`src/rtl/store_buffer.sv`:
```
// In-order store buffer between the MEM stage and the single-port data memory.
// Drains stores whenever no load owns the port and forwards the youngest matching data to loads.
module store_buffer #(
    parameter int DSIZE = 16,
    parameter int ASIZE = 16,
    parameter int DEPTH = 4
) (
    input  logic                     clk,
    input  logic                     rst,
    input  logic                     st_valid,
    input  logic [ASIZE-1:0]         st_addr,
    input  logic [DSIZE-1:0]         st_data,
    output logic                     st_ready,
    input  logic                     ld_valid,
    input  logic [ASIZE-1:0]         ld_addr,
    output logic                     ld_hit,
    output logic [DSIZE-1:0]         ld_fwd_data,
    output logic                     mem_wen,
    output logic [ASIZE-1:0]         mem_addr,
    output logic [DSIZE-1:0]         mem_wdata,
    output logic                     empty,
    output logic [$clog2(DEPTH):0]   count
);

    localparam int PW = $clog2(DEPTH);
    localparam int CW = PW + 1;
    localparam logic [CW-1:0] DEPTH_C = CW'(DEPTH);

    logic [DEPTH-1:0] valid_q, valid_d;
    logic [ASIZE-1:0] addr_q [DEPTH];
    logic [ASIZE-1:0] addr_d [DEPTH];
    logic [DSIZE-1:0] data_q [DEPTH];
    logic [DSIZE-1:0] data_d [DEPTH];
    logic [PW-1:0]    head_q, head_d;
    logic [PW-1:0]    tail_q, tail_d;
    logic [CW-1:0]    count_q, count_d;

    logic push;
    logic pop;
    logic [PW-1:0] idx;

    assign st_ready  = (count_q < DEPTH_C);
    assign empty     = (count_q == '0);
    assign count     = count_q;
    assign push      = st_valid && st_ready;
    assign mem_wen   = !empty && !ld_valid;
    assign pop       = mem_wen;
    assign mem_addr  = mem_wen ? addr_q[head_q] : '0;
    assign mem_wdata = mem_wen ? data_q[head_q] : '0;

    // Walk oldest to youngest so the last match seen is the youngest one.
    always_comb begin
        ld_hit      = 1'b0;
        ld_fwd_data = '0;
        idx         = '0;
        for (int unsigned i = 0; i < DEPTH; i++) begin
            idx = head_q + PW'(i);
            if (valid_q[idx] && (addr_q[idx] == ld_addr)) begin
                ld_hit      = 1'b1;
                ld_fwd_data = data_q[idx];
            end
        end
    end

    always_comb begin
        valid_d = valid_q;
        addr_d  = addr_q;
        data_d  = data_q;
        head_d  = head_q;
        tail_d  = tail_q;
        count_d = count_q;
        if (pop) begin
            valid_d[head_q] = 1'b0;
            head_d          = head_q + PW'(1);
        end
        if (push) begin
            valid_d[tail_q] = 1'b1;
            addr_d[tail_q]  = st_addr;
            data_d[tail_q]  = st_data;
            tail_d          = tail_q + PW'(1);
        end
        if (push && !pop) begin
            count_d = count_q + CW'(1);
        end else if (pop && !push) begin
            count_d = count_q - CW'(1);
        end
    end

    always_ff @(posedge clk) begin
        if (rst) begin
            valid_q <= '0;
            head_q  <= '0;
            tail_q  <= '0;
            count_q <= '0;
        end else begin
            valid_q <= valid_d;
            head_q  <= head_d;
            tail_q  <= tail_d;
            count_q <= count_d;
        end
    end

    // Payload is qualified by valid_q, so it needs no reset.
    always_ff @(posedge clk) begin
        addr_q <= addr_d;
        data_q <= data_d;
    end

endmodule

```
`config.mk`:
```
export PLATFORM = sky130hd
export DESIGN_NAME = store_buffer
export DESIGN_NICKNAME = d
export VERILOG_FILES = /design/src/rtl/store_buffer.sv
export SDC_FILE = /design/constraint.sdc
export NUM_CORES = 1
export LEC_CHECK = 0
export BUFFER_PORTS_ARGS = -buffer_cell sky130_fd_sc_hd__buf_2
export CAP_MARGIN = 30
export CORE_AREA = 2 2 189 191
export CTS_BUF_LIST = sky130_fd_sc_hd__clkbuf_8 sky130_fd_sc_hd__clkbuf_16
export DETAILED_ROUTE_END_ITERATION = 8
export DIE_AREA = 0 0 191 193
export SYNTH_ARGS = -nofsm -noshare
export SYNTH_HDL_FRONTEND = slang
export SYNTH_SLANG_ARGS = --single-unit
```
`constraint.sdc`:
```
create_clock -name clk -period 5.1 [get_ports clk]
set_input_delay 1.02 -clock clk [delete_from_list [all_inputs] [get_ports clk]]
set_output_delay 1.02 -clock clk [all_outputs]
set_load 0.005 [all_outputs]
```
; ---- Yosys cells after proc, flatten, opt, wreduce, memory -nomap -nowiden
; Cells that the tools add are included.
; W data, S select, Z words.
[op_classes]
n_mux = 54
n_reduce_logical = 17
addsub = 6
n_bitwise = 8
eq_ne = 4
shifts = 0
n_mul = 0
div_mod_pow = 0
order_cmp = 14
[ops]
columns = operator, n
row1 = $mux W16, 23
row2 = $bmux W16 S2, 8
row3 = $bwmux W64, 2
row4 = $eq A16 B16 Y1, 4
row5 = $demux W16 S2, 1
row6 = $ge A3 B3 Y1 const B, 5
row7 = $lt A2 B3 Y1 const B, 5
row8 = $not A2 Y3, 5
row9 = $logic_and A1 B1 Y1, 11
row10 = $mux W1, 10
row11 = $bmux W1 S2, 4
row12 = $mux W4, 2
row13 = $mux W3, 2
row14 = $add A2 B1 Y2 const B, 2
row15 = $add A2 B2 Y2 const B, 2
row16 = $and A4 B4 Y4, 1
row17 = $demux W1 S2, 2
row18 = $ge A2 B1 Y1 const B, 2
row19 = $logic_not A1 Y1, 4
row20 = $not A4 Y4, 1
row21 = $or A4 B4 Y4, 1
row22 = $add A3 B1 Y3 const B, 1
row23 = $logic_not A3 Y1, 1
row24 = $lt A3 B1 Y1 const B, 1
row25 = other kinds (3), 3
[totals]
memories = 0
rom_bits = 0
ram_bits = 0
regBits = 139
latch_bits = 0

; ---- Logic depth before layout (Yosys ltp)
; Gate-level depths: netlist (run 1).
[depth]
depth_word = 10
mapped_depth = 18
mapped_depth_nobuf = 9

; ---- Least setup slack after synthesis (run 1)
; OpenSTA, ideal clock, no wires.
[synth_path]
kind = register to output
from = register head_q[1]
to = output port ld_fwd_data[10]
arrival_time_ps = 4072
path_stages_with_launch = 18
path_slack_ps = 8
path_buffers = 9
path_cell_list = dfxtp_1 > clkbuf_1 > clkinv_1 > clkbuf_1 > clkbuf_1 > ha_1 > buf_4 > buf_6 > buf_2 > clkbuf_1 > mux4_2 > xnor2_1 > nand3_1 > nor4b_4 > nor2b_1 > buf_2 > buf_6 > a222oi_1
[synth_between]
elab_chain_cells = 10
word_cells_on_any_way = 51
classes_between = 3 x add/sub / 4 x eq/ne / 36 x mux / 4 x bitwise / 4 x reduce/logical
[synth_rtl]
columns = element, line
row1 = "start, declared", 34  ; logic [PW-1:0] head_q, head_d;
row2 = "start signal, assigned", 92  ; head_q <= '0;
row3 = "start signal, assigned", 97  ; head_q <= head_d;
row4 = $add A2 B1 Y2 or $not A2 Y3 (tied branches), "57, 58, 60"
row5 = $not A2 Y3 (not written as such) or $bmux W16 S2 (tied branches), "58, 60"
row6 = $bmux W16 S2 or $mux W16 (tied branches), 58  ; if (valid_q[idx] && (addr_q[idx] == ld_addr)) begin
row7 = $mux W16 (not written as such), 58
row8 = $mux W16 (not written as such) or $eq A16 B16 Y1 (tied branches), 58
row9 = $eq A16 B16 Y1 or $logic_and A1 B1 Y1 (tied branches), 58
row10 = $logic_and A1 B1 Y1 or $mux W16 (tied branches), 58
row11 = $mux W16 (2 in a row), 58
row12 = $mux W16 (*), 58
row13 = "end, declared", 17  ; output logic [DSIZE-1:0] ld_fwd_data,
; Every way passes the cells marked *; elsewhere a longest branch is shown, timed or not. The select of a mux whose other input is x is not followed.

; ---- Final worst setup path (run 1)
[layout_path]
from = register head_q[1]
to = output port ld_fwd_data[0]
; The elaborated chain is that of the path after synthesis.

==> results of run 1 <==
[where the power goes]
group	total [mW]	leakage [nW]	switching, mW	internal (mW)
registers	1.48	1.26	0.0828	1.39
logic	2.37	2.06	1.28	1.09
clock network	1.32	0.304	0.479	0.838
total	5.16	3.62	1.85	3.32
[per-layer routing]
metal  part of all wire (%)  vias up  global-route usage (%)
met5                   0.17        -                       0
met4                    3.4        8                    6.68
met3                    4.9       54                    3.10
met2                     48      172                    21.4
met1                     44     3126                    16.7
li1                       -     3031                       -
[worst paths after layout]
path / from / to / cells after the start
max: head_q[1]$_SDFFE_PP0N_ / ld_fwd_data[0] / 12
min: count[2]$_SDFFE_PP0P_ / count[2]$_SDFFE_PP0P_ / 2
max reg2reg: count[0]$_SDFFE_PP0P_ / count[2]$_SDFFE_PP0P_ / 11
min reg2reg: count[2]$_SDFFE_PP0P_ / count[2]$_SDFFE_PP0P_ / 2
[layout make-up]
cell class                 instances  area [um^2]
antenna                            2         5.00
clock buffer                      19          453
clock inverter                    13          176
fill                            3543        24300
inverter                          12         45.0
multi-input combinational        534         4520
sequential                       139         4070
tap                              461          577
timing repair buffer             134          811
[state kept, by name, summed over array words and instances (netlist names)]
| name | flops |
|---|---|
| addr_q | 64 |
| count | 3 |
| data_q | 64 |
| head_q | 2 |
| tail_q | 2 |
| valid_q | 4 |
[timing repair]
| action | 4_1_cts | 5_1_grt |
|---|---|---|
| resized for setup | 0 | 2 |
| hold buffers | 0 | 0 |
| endpoints found under the setup margin | 0 | 16 |
| setup buffers | 0 | 8 |
[critical path, cell delays in order, from the launching register on]
cell       delay, ps
dfxtp_2          320
clkinv_1         100
ha_4             380
buf_4            170
mux4_2           510
xor2_1           180
nor4_1           310
o2111ai_1        230
nor2_1           140
buf_4            240
a211oi_1         110
a222oi_1         560
buf_2            220
[synthesized netlist by cell type, types with 7 or more instances]
master / instances
a211oi_1: 18
a21oi_1: 11
a222oi_1: 16
and2_1: 17
buf_1: 8
buf_2: 13
buf_6: 7
clkbuf_1: 27
dfxtp_1: 11
edfxtp_1: 128
ha_1: 9
inv_1: 10
mux2_2: 37
mux2i_1: 58
mux4_2: 44
nand2_1: 75
nand3b_1: 15
nor2_1: 39
o21ai_0: 68
xnor2_1: 47
xor2_1: 25
[kinds of logic after synthesis]
group | after synthesis
AO/OA/AOI/OAI | 133
XOR/XNOR | 72
adder cells (fa/ha/maj) | 10
buffers and inverters | 74
flip-flops | 139
multiplexers | 142
AND/OR/NAND/NOR | 177
[per-stage QoR]
stage | hold WS [ps] | setup TNS [ps] | worst slack [ps]
after floorplan | 485 | 0 | 8.14
after global placement | 527 | 0 | 511
after detailed placement | 535 | 0 | 490
after CTS | 548 | 0 | 9.84
after global routing | 576 | -1.42 | -1.42
final | 539 | 0 | 173
==> impl_metrics.tcl, run 1 <==
set metrics [dict create \
    die-height_um 193 \
    fin_crit_ps 4930 \
    track_usage_pct 13.3 \
    start_util_pct 25.6 \
    clk_latency_ps 430 \
    p_leak_nw 3.62 \
    r2r_slack_ps 2380 \
    grt_pass1_wl_um 36700 \
    die_w_um 191 \
    yosys.area_share.adder_pct 1.48 \
    path_class "flip-flop to output port" \
    yosysUniqueCellTypes 53 \
    yosys.area_share.simple_pct 9.75 \
    totalWireLength_um 24100 \
    setup_viol 0 \
    postSynthCellCount 747 \
    irDropWorstVdd_mv 0.258 \
    grt_pass1_vias 6265 \
    final_max_slew_viol_count 0 \
    cp_max_fo 17 \
    drtIter0Drc 490 \
    synth_top_area_share_pct 42.9 \
    crit_path_end_kind "output port" \
    antenna_found_initial 6 \
    run_status "complete, no violations" \
    io_pins 107 \
    design_area_um2 10700 \
    required_ps 4080 \
    wire_per_inst_um 18.4 \
    dp.cells 1272 \
    fmax_ghz 0.203 \
    final.period_utilization_pct 96.6 \
    synth_flop_cell "edfxtp_1" \
    syn_area_per_cell_um2 12.0 \
    arrival_ps 3910 \
    syn_nets 809 \
    final_common_cell "edfxtp_1" \
    synth.area.top_cells "edfxtp_1 (43%), mux4_2 (11%), mux2i_1 (6.5%), mux2_2 (4.7%), xnor2_1 (4.6%)" \
    cts_htree_levels 4 \
    min_path_type "flip-flop to flip-flop" \
    grt_overflow_total 0 \
    synth_edf_count 128 \
    synth.ff_latch_count 139 \
    via_count 6391 \
    clock_path_buffers 2 \
    synth_area_um2 8960 \
    core-area_um2 35000 \
    viasPerCell 4.86 \
    final_cells 1314 \
    root_buffer "clkbuf_16" \
    p_per_area_nw_per_um2 485 \
    dpl.hpwl_um 17200 \
    grt_max_degree 86 \
    die-area_um2 36900 \
    clock-skew-final_ps 10.3 \
    ant_nets 0 \
    gp_congestion 0.846 \
    tightest_slew_ps 840 \
    p_total_mw 5.16 \
    placed_cell_area_um2 9950 \
    post-route-util_pct 30.5 \
    yosys_warnings 0 \
    synth_compound_area_share_pct 9.39 \
    cts_tree "yes" \
    maxCapViolCount 0 \
    synth_top_family_by_area "multiplexers" \
    cts.sinks 139 \
    syn_to_final_growth_pct 18.9 \
    portBuffers 106 \
    most-common-layout-cells "edfxtp_1 (128), buf_2 (106), nand2_1 (75), o21ai_0 (68), mux2i_1 (58)" \
    nNetsFinal 900 \
    drt_pass1_iterations 6 \
    cts_buffers 17 \
    async_reset_ff_share_pct 0 \
    drc 0 \
    max_slew_margin_pct 44.0 \
    ys_seq_area_share_pct 45.4 \
    hold_violations 0 \
    synthXorXnorAreaFrac_pct 7.04 \
    clk_pin_slew_ps 60 \
    rows 69 \
    start_kind "flip-flop" \
    muxShareOfSynthArea_pct 22.6 \
    drive_gt1_share_pct 30.0 \
    synth_top_cell_by_area "edfxtp_1" \
]
(Power assumes the default switching activity.)
==> run 2, diff against run 1 <==
--- a/config.mk
+++ b/config.mk
@@ -9,6 +9,6 @@
 export CAP_MARGIN = 30
-export CORE_AREA = 2 2 189 191
+export CORE_AREA = 8 8 195 197
 export CTS_BUF_LIST = sky130_fd_sc_hd__clkbuf_8 sky130_fd_sc_hd__clkbuf_16
 export DETAILED_ROUTE_END_ITERATION = 8
-export DIE_AREA = 0 0 191 193
+export DIE_AREA = 0 0 203 205
 export SYNTH_ARGS = -nofsm -noshare
==> constraint.sdc (replaced) <==
create_clock -name clk -period 5.1 [get_ports clk]
set_input_delay 0.51 -clock clk [delete_from_list [all_inputs] [get_ports clk]]
set_output_delay 0.51 -clock clk [all_outputs]
set_load 0.005 [all_outputs]
==> impl_metrics.tcl, run 2 (same netlist as run 1, synthesis figures left out) <==
set metrics [dict create \
    run_status "complete, no violations" \
    grt_max_degree 103 \
    fmax_ghz 0.212 \
    ant_nets 0 \
    post-route-util_pct 30.0 \
    drt_pass1_iterations 8 \
    tightest_slew_ps 933 \
    arrival_ps 4220 \
    cts_tree "yes" \
    cp_slowest_cell "and4_1" \
    post_cts_resized 0 \
    grt_overflow_total 0 \
    io_pins 107 \
    top_regs "addr_q x64, data_q x64, valid_q x4" \
    via_count 6317 \
    irDropWorstVdd_mv 0.323 \
    clockPowerShare_pct 24.4 \
    clock-skew-final_ps 9.23 \
    crit_path_end_kind "output port" \
    placed_cell_area_um2 9910 \
    grt_pass1_vias 6485 \
    p_sw_share_pct 36.4 \
    cts_htree_levels 4 \
    p_per_area_nw_per_um2 471 \
    p_leak_nw 3.53 \
    core-area_um2 35000 \
    wire_per_inst_um 18.7 \
    required_ps 4590 \
    crit_chain "buf_12 > mux2_2 > xor2_1 > o41ai_1 > nor4b_1 > and4_1 > buf_4 > nand3b_1 > a222oi_1 > buf_2" \
    track_usage_pct 11.8 \
    cp_max_fo 102 \
    design_area_um2 10500 \
    cts.sinks 139 \
    viasPerCell 4.86 \
    pwr-share-comb_pct 45.8 \
    min_path_type "input port to flip-flop" \
    clk_latency_ps 430 \
    rows 69 \
    syn_to_final_growth_pct 17.1 \
    fin_crit_ps 4730 \
    p_int_mw 3.14 \
    worstReg2RegStart "count[2]$_SDFFE_PP0P_" \
    grt_pass1_wl_um 37700 \
    drive_gt1_share_pct 29.0 \
    portBuffers 106 \
    clock_path_buffers 2 \
    die-height_um 205 \
    worstHoldStart "st_addr[15]" \
    startpoint "head_q[0]$_SDFFE_PP0N_" \
    start_kind "flip-flop" \
    die_w_um 203 \
    whs_ps 293 \
    gp_congestion 0.808 \
    max_slew_margin_pct 37.8 \
    antenna_found_initial 4 \
    p_switching_mw 1.80 \
    hold_buffers 0 \
    drc 0 \
    dpl.hpwl_um 17000 \
    reg2reg_depth 10 \
    clk_pin_slew_ps 60 \
    nNetsFinal 887 \
    power_frac_seq_pct 29.8 \
    hold_violations 0 \
    maxCapViolCount 0 \
    drtIter0Drc 378 \
    final_common_cell "edfxtp_1" \
    final.period_utilization_pct 92.7 \
    most-common-layout-cells "edfxtp_1 (128), buf_2 (106), nand2_1 (75), o21ai_0 (68), mux2i_1 (58)" \
    max_stage_delay_ps 600 \
    rsz0062_at_grt "false" \
    fin_tns_setup_ps 0 \
    root_buffer "clkbuf_16" \
    cts_setup_buffers 0 \
    final_max_slew_viol_count 0 \
    cts_buffers 17 \
    whs_path_depth 1 \
    totalWireLength_um 24400 \
    die-area_um2 41600 \
    start_util_pct 25.6 \
    path_class "flip-flop to output port" \
    setup_viol 0 \
]
run 2: changes by cell type in the layout (fill, tap and decap cells not counted), sizes merged:
cell,change
inv,+2
bufinv,-2
clkinvlp,-1
clkinv,+3
clkbuf,-2
buf,-13
diode,-1
run 2: cell type report:
type,count,area (um^2)
fill,3518,24500
multi-input combinational,534,4520
sequential,139,4070
timing repair buffer,121,706
tap,461,577
clock buffer,17,425
clock inverter,15,150
inverter,12,45.0
antenna,1,2.50
run 2: path summary, 6_finish.rpt:
path	endpoint	slack, ps
worst max-delay path	ld_fwd_data[11]	370
worst min-delay path	addr_q[63]$_DFFE_PP_	290
worst max register to register	count[2]$_SDFFE_PP0P_	2080
worst min register to register	count[2]$_SDFFE_PP0P_	540
run 2: per-stage QoR:
| step | setup slack [ps] | total power, mW | instances |
|---|---|---|---|
| finish | 372 | 4.94 | 1300 |
| global route | 111 | 5.25 | 1300 |
| CTS | 286 | 4.99 | 1299 |
| detailed placement | 766 | 3.77 | 1267 |
| global placement | 768 | 3.73 | 1263 |
| floorplan | 518 | 3.28 | 747 |
run 2: layer usage:
| layer | share of wire [%] | GRT usage, % | wire (um) |
|---|---|---|---|
| met5 | 0.16 | 0 | 39 |
| met4 | 2.7 | 5.54 | 655 |
| met2 | 49 | 20.0 | 12000 |
| met3 | 4.2 | 2.17 | 1030 |
| met1 | 44 | 14.5 | 10600 |
run 2: critical path: cells and delay by family, from the launching register on:
family                    cells  cell delay [ps]
and+or+nand+nor               3             1060
muxes                         1              440
AOI/OAI and AO/OA             2              770
DFF                           1              360
xor gates and xnor gates      1              160
buffers and inverters         3              940
run 2: power groups by stage:
stage	Combinational, mW	Sequential [mW]	Clock, mW
6_report	2.26	1.47	1.20
2_1_floorplan	1.81	1.47	0
3_5_place_dp	2.28	1.50	0
4_1_cts	2.29	1.47	1.23
3_3_place_gp	2.24	1.49	0
5_1_grt	2.49	1.49	1.26
